<file path="src/rtl/fetch_unit_pkg.sv">
// Shared fetch front-end definitions: queue entry layout and the boot PC.
package fetch_unit_pkg;

    localparam int unsigned FETCH_XLEN = 32;

    // First PC fetched after reset; the core uses the same constant.
    localparam logic [FETCH_XLEN-1:0] RESET_PC = 32'h0001_0000;

    // One fetch queue slot. The slot is allocated when its request is issued.
    // It becomes 'filled' once its instruction word has come back from imem.
    typedef struct packed {
        logic [FETCH_XLEN-1:0] pc;
        logic [31:0]           instr;
        logic                  filled;
    } fetch_entry_t;

endpackage

</file>
<file path="src/rtl/fetch_unit.sv">
// Decoupled instruction-fetch front end: pipelined imem requests, an in-order
// queue of {pc, instr} pairs, and a valid/ready hand-off to decode, with
// redirect flush and discard of stale in-flight responses.
module fetch_unit
    import fetch_unit_pkg::*;
#(
    parameter int unsigned     XLEN            = FETCH_XLEN,
    parameter logic [XLEN-1:0] RESET_PC        = fetch_unit_pkg::RESET_PC,
    parameter int unsigned     DEPTH           = 4,
    parameter int unsigned     MAX_OUTSTANDING = 2
) (
    input  logic                       clk_i,
    input  logic                       reset_ni,
    output logic                       imem_req_valid_o,
    input  logic                       imem_req_ready_i,
    output logic [XLEN-1:0]            imem_req_addr_o,
    input  logic                       imem_rsp_valid_i,
    input  logic [31:0]                imem_rsp_data_i,
    input  logic                       redirect_valid_i,
    input  logic [XLEN-1:0]            redirect_pc_i,
    output logic                       out_valid_o,
    input  logic                       out_ready_i,
    output logic [XLEN-1:0]            out_pc_o,
    output logic [31:0]                out_instr_o,
    output logic [$clog2(DEPTH+1)-1:0] count_o
);

    localparam int unsigned PTR_W = $clog2(DEPTH);
    localparam int unsigned CNT_W = $clog2(DEPTH + 1);
    localparam int unsigned OUT_W = $clog2(MAX_OUTSTANDING + 1);

    localparam logic [CNT_W-1:0] FULL_CNT = CNT_W'(DEPTH);
    localparam logic [OUT_W:0]   MAX_OUT  = (OUT_W + 1)'(MAX_OUTSTANDING);

    fetch_entry_t     entries [DEPTH];
    logic [XLEN-1:0]  fetch_pc;
    logic [PTR_W-1:0] head;
    logic [PTR_W-1:0] tail;
    logic [PTR_W-1:0] fill;        // oldest allocated-but-unfilled slot
    logic [CNT_W-1:0] count;
    logic [OUT_W-1:0] inflight;    // requests whose response will fill a slot
    logic [OUT_W-1:0] discard;     // requests whose response must be dropped
    logic [OUT_W:0]   outstanding;
    logic             full;
    logic             req_fire;
    logic             pop;
    logic             rsp_fill;

    // Issue/pop qualification and head presentation.
    always_comb begin
        outstanding = {1'b0, inflight} + {1'b0, discard};
        full        = (count == FULL_CNT);
        // Gated by reset so the request port is quiet while reset is held.
        imem_req_valid_o = reset_ni && !full && (outstanding < MAX_OUT) && !redirect_valid_i;
        req_fire         = imem_req_valid_o && imem_req_ready_i;
        out_valid_o      = entries[head].filled && !redirect_valid_i;
        pop              = out_valid_o && out_ready_i;
        rsp_fill         = imem_rsp_valid_i && (discard == '0);
        imem_req_addr_o  = fetch_pc;
        out_pc_o         = entries[head].pc;
        out_instr_o      = entries[head].instr;
        count_o          = count;
    end

    // Queue, pointer, PC and outstanding-request bookkeeping; redirect wins.
    always_ff @(posedge clk_i or negedge reset_ni) begin
        if (!reset_ni) begin
            for (int unsigned i = 0; i < DEPTH; i++) begin
                entries[i] <= '0;
            end
            fetch_pc <= RESET_PC;
            head     <= '0;
            tail     <= '0;
            fill     <= '0;
            count    <= '0;
            inflight <= '0;
            discard  <= '0;
        end else if (redirect_valid_i) begin
            for (int unsigned i = 0; i < DEPTH; i++) begin
                entries[i].filled <= 1'b0;
            end
            head     <= '0;
            tail     <= '0;
            fill     <= '0;
            count    <= '0;
            fetch_pc <= redirect_pc_i & ~XLEN'(3);
            // Everything still unanswered becomes stale, less any response
            // landing this very cycle.
            discard  <= OUT_W'(outstanding - (OUT_W + 1)'(imem_rsp_valid_i));
            inflight <= '0;
        end else begin
            if (req_fire) begin
                entries[tail].pc     <= fetch_pc;
                entries[tail].instr  <= '0;
                entries[tail].filled <= 1'b0;
                tail                 <= tail + PTR_W'(1);
                fetch_pc             <= fetch_pc + XLEN'(4);
            end
            if (imem_rsp_valid_i) begin
                if (discard != '0) begin
                    discard <= discard - OUT_W'(1);
                end else begin
                    entries[fill].instr  <= imem_rsp_data_i;
                    entries[fill].filled <= 1'b1;
                    fill                 <= fill + PTR_W'(1);
                end
            end
            if (pop) begin
                entries[head].filled <= 1'b0;
                head                 <= head + PTR_W'(1);
            end
            count    <= count + CNT_W'(req_fire) - CNT_W'(pop);
            inflight <= inflight + OUT_W'(req_fire) - OUT_W'(rsp_fill);
        end
    end

    // imem must never answer a request that was not issued.
    assert property (@(posedge clk_i) disable iff (!reset_ni)
        imem_rsp_valid_i |-> (outstanding != '0));

    // Allocation can never exceed the queue size.
    assert property (@(posedge clk_i) disable iff (!reset_ni)
        count <= FULL_CNT);

endmodule
</file>
<file path="config.mk">
export PLATFORM = sky130hd
export DESIGN_NAME = fetch_unit
export DESIGN_NICKNAME = d
export VERILOG_FILES = /design/src/rtl/fetch_unit_pkg.sv /design/src/rtl/fetch_unit.sv
export SDC_FILE = /design/constraint.sdc
export NUM_CORES = 1
export LEC_CHECK = 0
export ABC_AREA = 1
export BUFFER_PORTS_ARGS = -buffer_cell sky130_fd_sc_hd__buf_2
export CORE_MARGIN = 2
export CORE_UTILIZATION = 45
export CTS_CLUSTER_DIAMETER = 40
export DETAILED_ROUTE_END_ITERATION = 6
export PLACE_DENSITY = 0.69
export SLEW_MARGIN = 10
export SYNTH_ARGS = -nofsm -noshare
export SYNTH_HDL_FRONTEND = slang
export SYNTH_SLANG_ARGS = --single-unit
</file>
<file path="constraint.sdc">
create_clock -name clk_i -period 8.6 [get_ports clk_i]
set_input_delay 1.72 -clock clk_i [delete_from_list [all_inputs] [get_ports clk_i]]
set_output_delay 1.72 -clock clk_i [all_outputs]
set_load 0.01 [all_outputs]
</file>
; ---- After elaboration in Yosys (flattened, before gate mapping)
; Index checks and enable logic that the tools add are counted.
; W data, S select, Z words.
[word_totals]
elab_cells = 107
ff_bits = 305
[op_classes]
reduce_logical = 20
n_mux = 45
add_sub_neg = 11
eq_ne = 2
bitwise = 3
n_lt_le_gt_ge = 7
[ops]
columns = operator, count
row1 = $bwmux W260, 6
row2 = $mux W260, 6
row3 = $demux W65 S2, 6
row4 = $mux W65, 3
row5 = $bmux W65 S2, 1
row6 = $mux W33, 2
row7 = $mux W32, 2
row8 = $add A32 B3 Y32 const B, 1
row9 = $mux W2, 11
row10 = $logic_and A1 B1 Y1, 10
row11 = $reduce_bool A2 Y1, 5
row12 = $ge A3 B3 Y1 const B, 3
row13 = $lt A3 B1 Y1 const B, 3
row14 = $not A2 Y3, 3
row15 = $mux W1, 7
row16 = $add A2 B1 Y2 const B, 3
row17 = $reduce_and A2 Y1, 2
row18 = $sub A2 B1 Y2, 2
row19 = $add A2 B2 Y3, 1
row20 = $add A3 B1 Y3, 1
row21 = $eq A3 B3 Y1 const B, 1
row22 = $lt A3 B2 Y1 const B, 1
row23 = $mux W3, 1
row24 = $sub A3 B1 Y3, 1
row25 = 5 further kinds, 6

; ---- Depth between registers and ports, before layout
[depth]
ltp_word = 18
depth_mapped = 14
mapped_depth_nobuf = 13

; ---- Worst setup path before layout
; No wires, ideal clock.
[synth_path]
path_kind = input to output
start = input port redirect_valid_i
end = output port out_valid_o
arrival_time_ns = 2.369
setup_slack_ns = 4.511
path_stages = 3
path_cell_list = clkbuf_1 -> clkbuf_1 -> a21oi_1
[synth_between]
elab_chain_len = 2
[synth_lines]
columns = element, line
row1 = "start, declared", fetch_unit.sv:19  ; input logic redirect_valid_i,
row2 = $logic_not A1 Y1, fetch_unit.sv:56  ; out_valid_o = entries[head].filled && !redirect_valid_i;
row3 = $logic_and A1 B1 Y1, fetch_unit.sv:56
row4 = "end, declared", fetch_unit.sv:21  ; output logic out_valid_o,
; No other way between the ends.

; ---- Final worst setup path
[layout_path]
start = register head[0]
end = output port out_valid_o
[layout_between]
elab_chain_len = 5
[layout_lines]
columns = element, line
row1 = "start, declared", fetch_unit.sv:37  ; logic [PTR_W-1:0] head;
row2 = "start signal, assigned", fetch_unit.sv:110  ; head <= head + PTR_W'(1);
row3 = $not A2 Y3 (not written as such), fetch_unit.sv:56
row4 = $bmux W65 S2, fetch_unit.sv:56
row5 = $mux W65 (2 in series), -
row6 = $logic_and A1 B1 Y1, fetch_unit.sv:56
; No other way between the ends. The select of a mux whose other input is x is not followed.

==> impl_metrics.toml <==
[drt]
detail_route.iter0.violations = 981
wl_um = 40300
antenna_left = 0
drt_pass1_iterations = 5
wire_per_inst_um = 17.5
viasPerCell = 5.46
dr_total_vias = 12600
route.detailed.drc = 0

[critical_path]
r2r.worst_path.cells = 13
critPathCaptureType = "primary output"
worst_ep_required_time_ps = 6880
timing_worst_setup_path_type = "register to primary output"
worst_r2r_endpoint = "count_o[2]$_DFF_PN0_"
timing.critical_path.arrival_ps = 3280
crit_path_start = "head[0]$_DFFE_PN0P_"
setup.reg_to_reg.worst_slack_ps = 4280
r2r-start = "head[0]$_DFFE_PN0P_"
crit_path_start_kind = "register"
timing.critical_path.slowest_stage_cell = "dfrtp_4"
critical_path.max_fanout = 81
cp_slowest_stage_delay_ps = 740
critical_path.cell_chain = "clkinv_2 > buf_4 > o21ai_0 > a21oi_1 > buf_2"
worst_setup_path_endpoint = "out_valid_o"

[clock_tree]
clkSlewWorstSetupHoldPaths_ps = 60
tritoncts.num_buffers = 44
cts_resized = 0
insertion_delay_ps = 560
tritoncts = "built"
cts_setup_buffers = 0
holdBufCountCts = 0
clock_tree.htree_level_count = 2
ctsRootBufferMaster = "clkbuf_16"
cts_sinks = 295
ctsLongestPathBuffers = 3

[synth]
yosysSeqAreaShare_pct = 52.8
synth_enable_flop_cells = 0
synthDominantAreaCellType = "dfrtp_1"
synthTopCellsByArea = "dfrtp_1, nand2_1, o21ai_0"
ys_dominant_reg_cell = "dfrtp_1"
mapped_area_um2 = 14000
yosysMostFrequentCell = "nand2_1"
synth.distinct_cells = 30
postSynthRegisterBits = 295
ys_warnings = 0
post_synthesis_mean_instance_area_um2 = 7.97
synth_largest_type_area_fraction_pct = 52.6
synth_commonest_cells = "nand2_1, o21ai_0, dfrtp_1"
synthesis.instances = 1755
synth-async-reset-ratio_pct = 100

[outcome]
run_status = "finished clean"

[layout]
syn2layout_area_growth_pct = 19.0
fraction_of_layout_cells_with_a_size_suffix_above_1_pct = 14.6
nFillCells = 2860
layout.cells.non_filler = 2310
utilization_pct = 54.4
num-nets-final = 1969

[floorplanning]
placementRows = 64
die_width_um = 180
core_region_area_um2 = 30600
die_y_um = 180
pin_count = 171
start_util_pct = 45.7
floorplan.die_area_um2 = 32500

[placed_design]
dp_hpwl_um = 23500
dp_slack_ps = 3760
numPortBuffers = 164
place.gp.congestion = 0.921
placed_cells_incl_taps = 2227

[sta]
worst_case_setup_margin_in_the_final_layout_ps = 3600
number_of_hold_violations_in_the_final_report = 0
period_needed_ps = 5000
grt_setup_unrepaired = "no"
tightestPinTransition_ps = 1050
clock.fmax_mhz = 200
period_utilization_post_route_pct = 58.2
finalClockSkew_ps = 17.1
finalHoldWorstSlack_ps = 476
totalNegativeSetupSlack_ps = 0
slew_headroom_pct = 30.2
slew_violations = 0
final_setup_violation_count = 0

[global_route]
grt_first_pass_wirelength_um = 64800
via_count_of_the_first_global_routing_pass = 12400
antenna_found_initial = 2
grt.overflow.total = 0
grt_max_degree = 183
global_route.usage.total_pct = 24.7

[flow_run]
max-cap-violations = 0

[pwr]
power.static_leakage_nw = 8.24
peakVddDrop_uv = 247
power.density_nw_per_um2 = 328

[min_path]
hold_path.class = "register to register"
cells by family after synthesis:
| logic type | count (synthesis) | share of synthesized area, % |
|---|---|---|
| DFF | 295 | 52.8 |
| adders and majority gates | 22 | 2.07 |
| xor gates and xnor gates | 13 | 0.814 |
| and+or+nand+nor | 769 | 21.4 |
| buffers and inverters | 190 | 5.54 |
| other | 1 | 0.0268 |
| AOI/OAI and AO/OA | 465 | 17.3 |
layout by cell type (no fill, tap or decap), types with 5 or more instances in the layout:
cell / n
ha_1: 20
dfrtp_1: 292
clkbuf_16: 45
inv_2: 5
clkinv_2: 6
buf_2: 163
inv_6: 7
bufinv_16: 9
o21ai_0: 305
nor2_1: 199
o22ai_1: 62
o21ai_1: 86
buf_4: 18
nand3_1: 30
inv_1: 74
xor2_1: 10
nand2_1: 530
clkinvlp_4: 5
o211ai_1: 7
flip-flops by register name (all words and copies together), names as in the netlist:
name and cells:
count_o 3, discard 2, entries 252, fill 2, head 2, imem_req_addr_o 30
inflight 2, tail 2
layer usage:
metal / GRT usage [%] / vias up / routed length [um]
met4: 9.00 / 0 / 1270
li1: - / 5994 / -
met1: 33.4 / 6017 / 17300
met3: 4.67 / 88 / 3340
met5: 0 / - / 0
met2: 39.6 / 522 / 18400
worst min path at each step:
stage,from,endpoint,slack [ps],cells after the start
after floorplan,entries[102]$_DFFE_PN0P_,entries[102]$_DFFE_PN0P_,440,2
after global placement,entries[104]$_DFFE_PN0P_,entries[104]$_DFFE_PN0P_,460,2
after detailed placement,entries[169]$_DFFE_PN0P_,entries[169]$_DFFE_PN0P_,460,2
after CTS,entries[168]$_DFFE_PN0P_,entries[168]$_DFFE_PN0P_,480,2
after global routing,entries[233]$_DFFE_PN0P_,entries[233]$_DFFE_PN0P_,490,2
final,entries[108]$_DFFE_PN0P_,entries[108]$_DFFE_PN0P_,480,2
report_power, final:
group | leakage (nW) | switching, mW | total (mW) | internal (mW)
logic | 3.52 | 0.938 | 1.49 | 0.554
clock network | 0.785 | 0.695 | 1.97 | 1.27
registers | 3.93 | 0.243 | 2.00 | 1.76
total | 8.24 | 1.88 | 5.46 | 3.59
final cells by class:
class / instances / area (um^2) / area share (%)
Inverter: 80 / 302 / 1.81
Sequential cell: 295 / 7390 / 44.4
Antenna cell: 2 / 5.00 / 0.0301
Clock buffer: 51 / 1190 / 7.14
Clock inverter: 30 / 434 / 2.61
Timing Repair Buffer: 183 / 986 / 5.92
Tap cell: 396 / 495 / 2.98
Multi-Input combinational cell: 1273 / 5840 / 35.1
worst max-delay path: cells and delay by family (launching register included):
family,cells,cell delay (ps)
DFF,1,740
buffers and inverters,3,1530
AOI/OAI and AO/OA,2,450
stage by stage:
step | total power, mW | area, um^2
2_1_floorplan | 2.93 | 14000
3_3_place_gp | 3.47 | 15000
3_5_place_dp | 3.51 | 15000
4_1_cts | 5.49 | 16600
5_1_grt | 5.80 | 16600
6_report | 5.46 | 16600
Note: power is estimated with default switching activity, not from simulation.
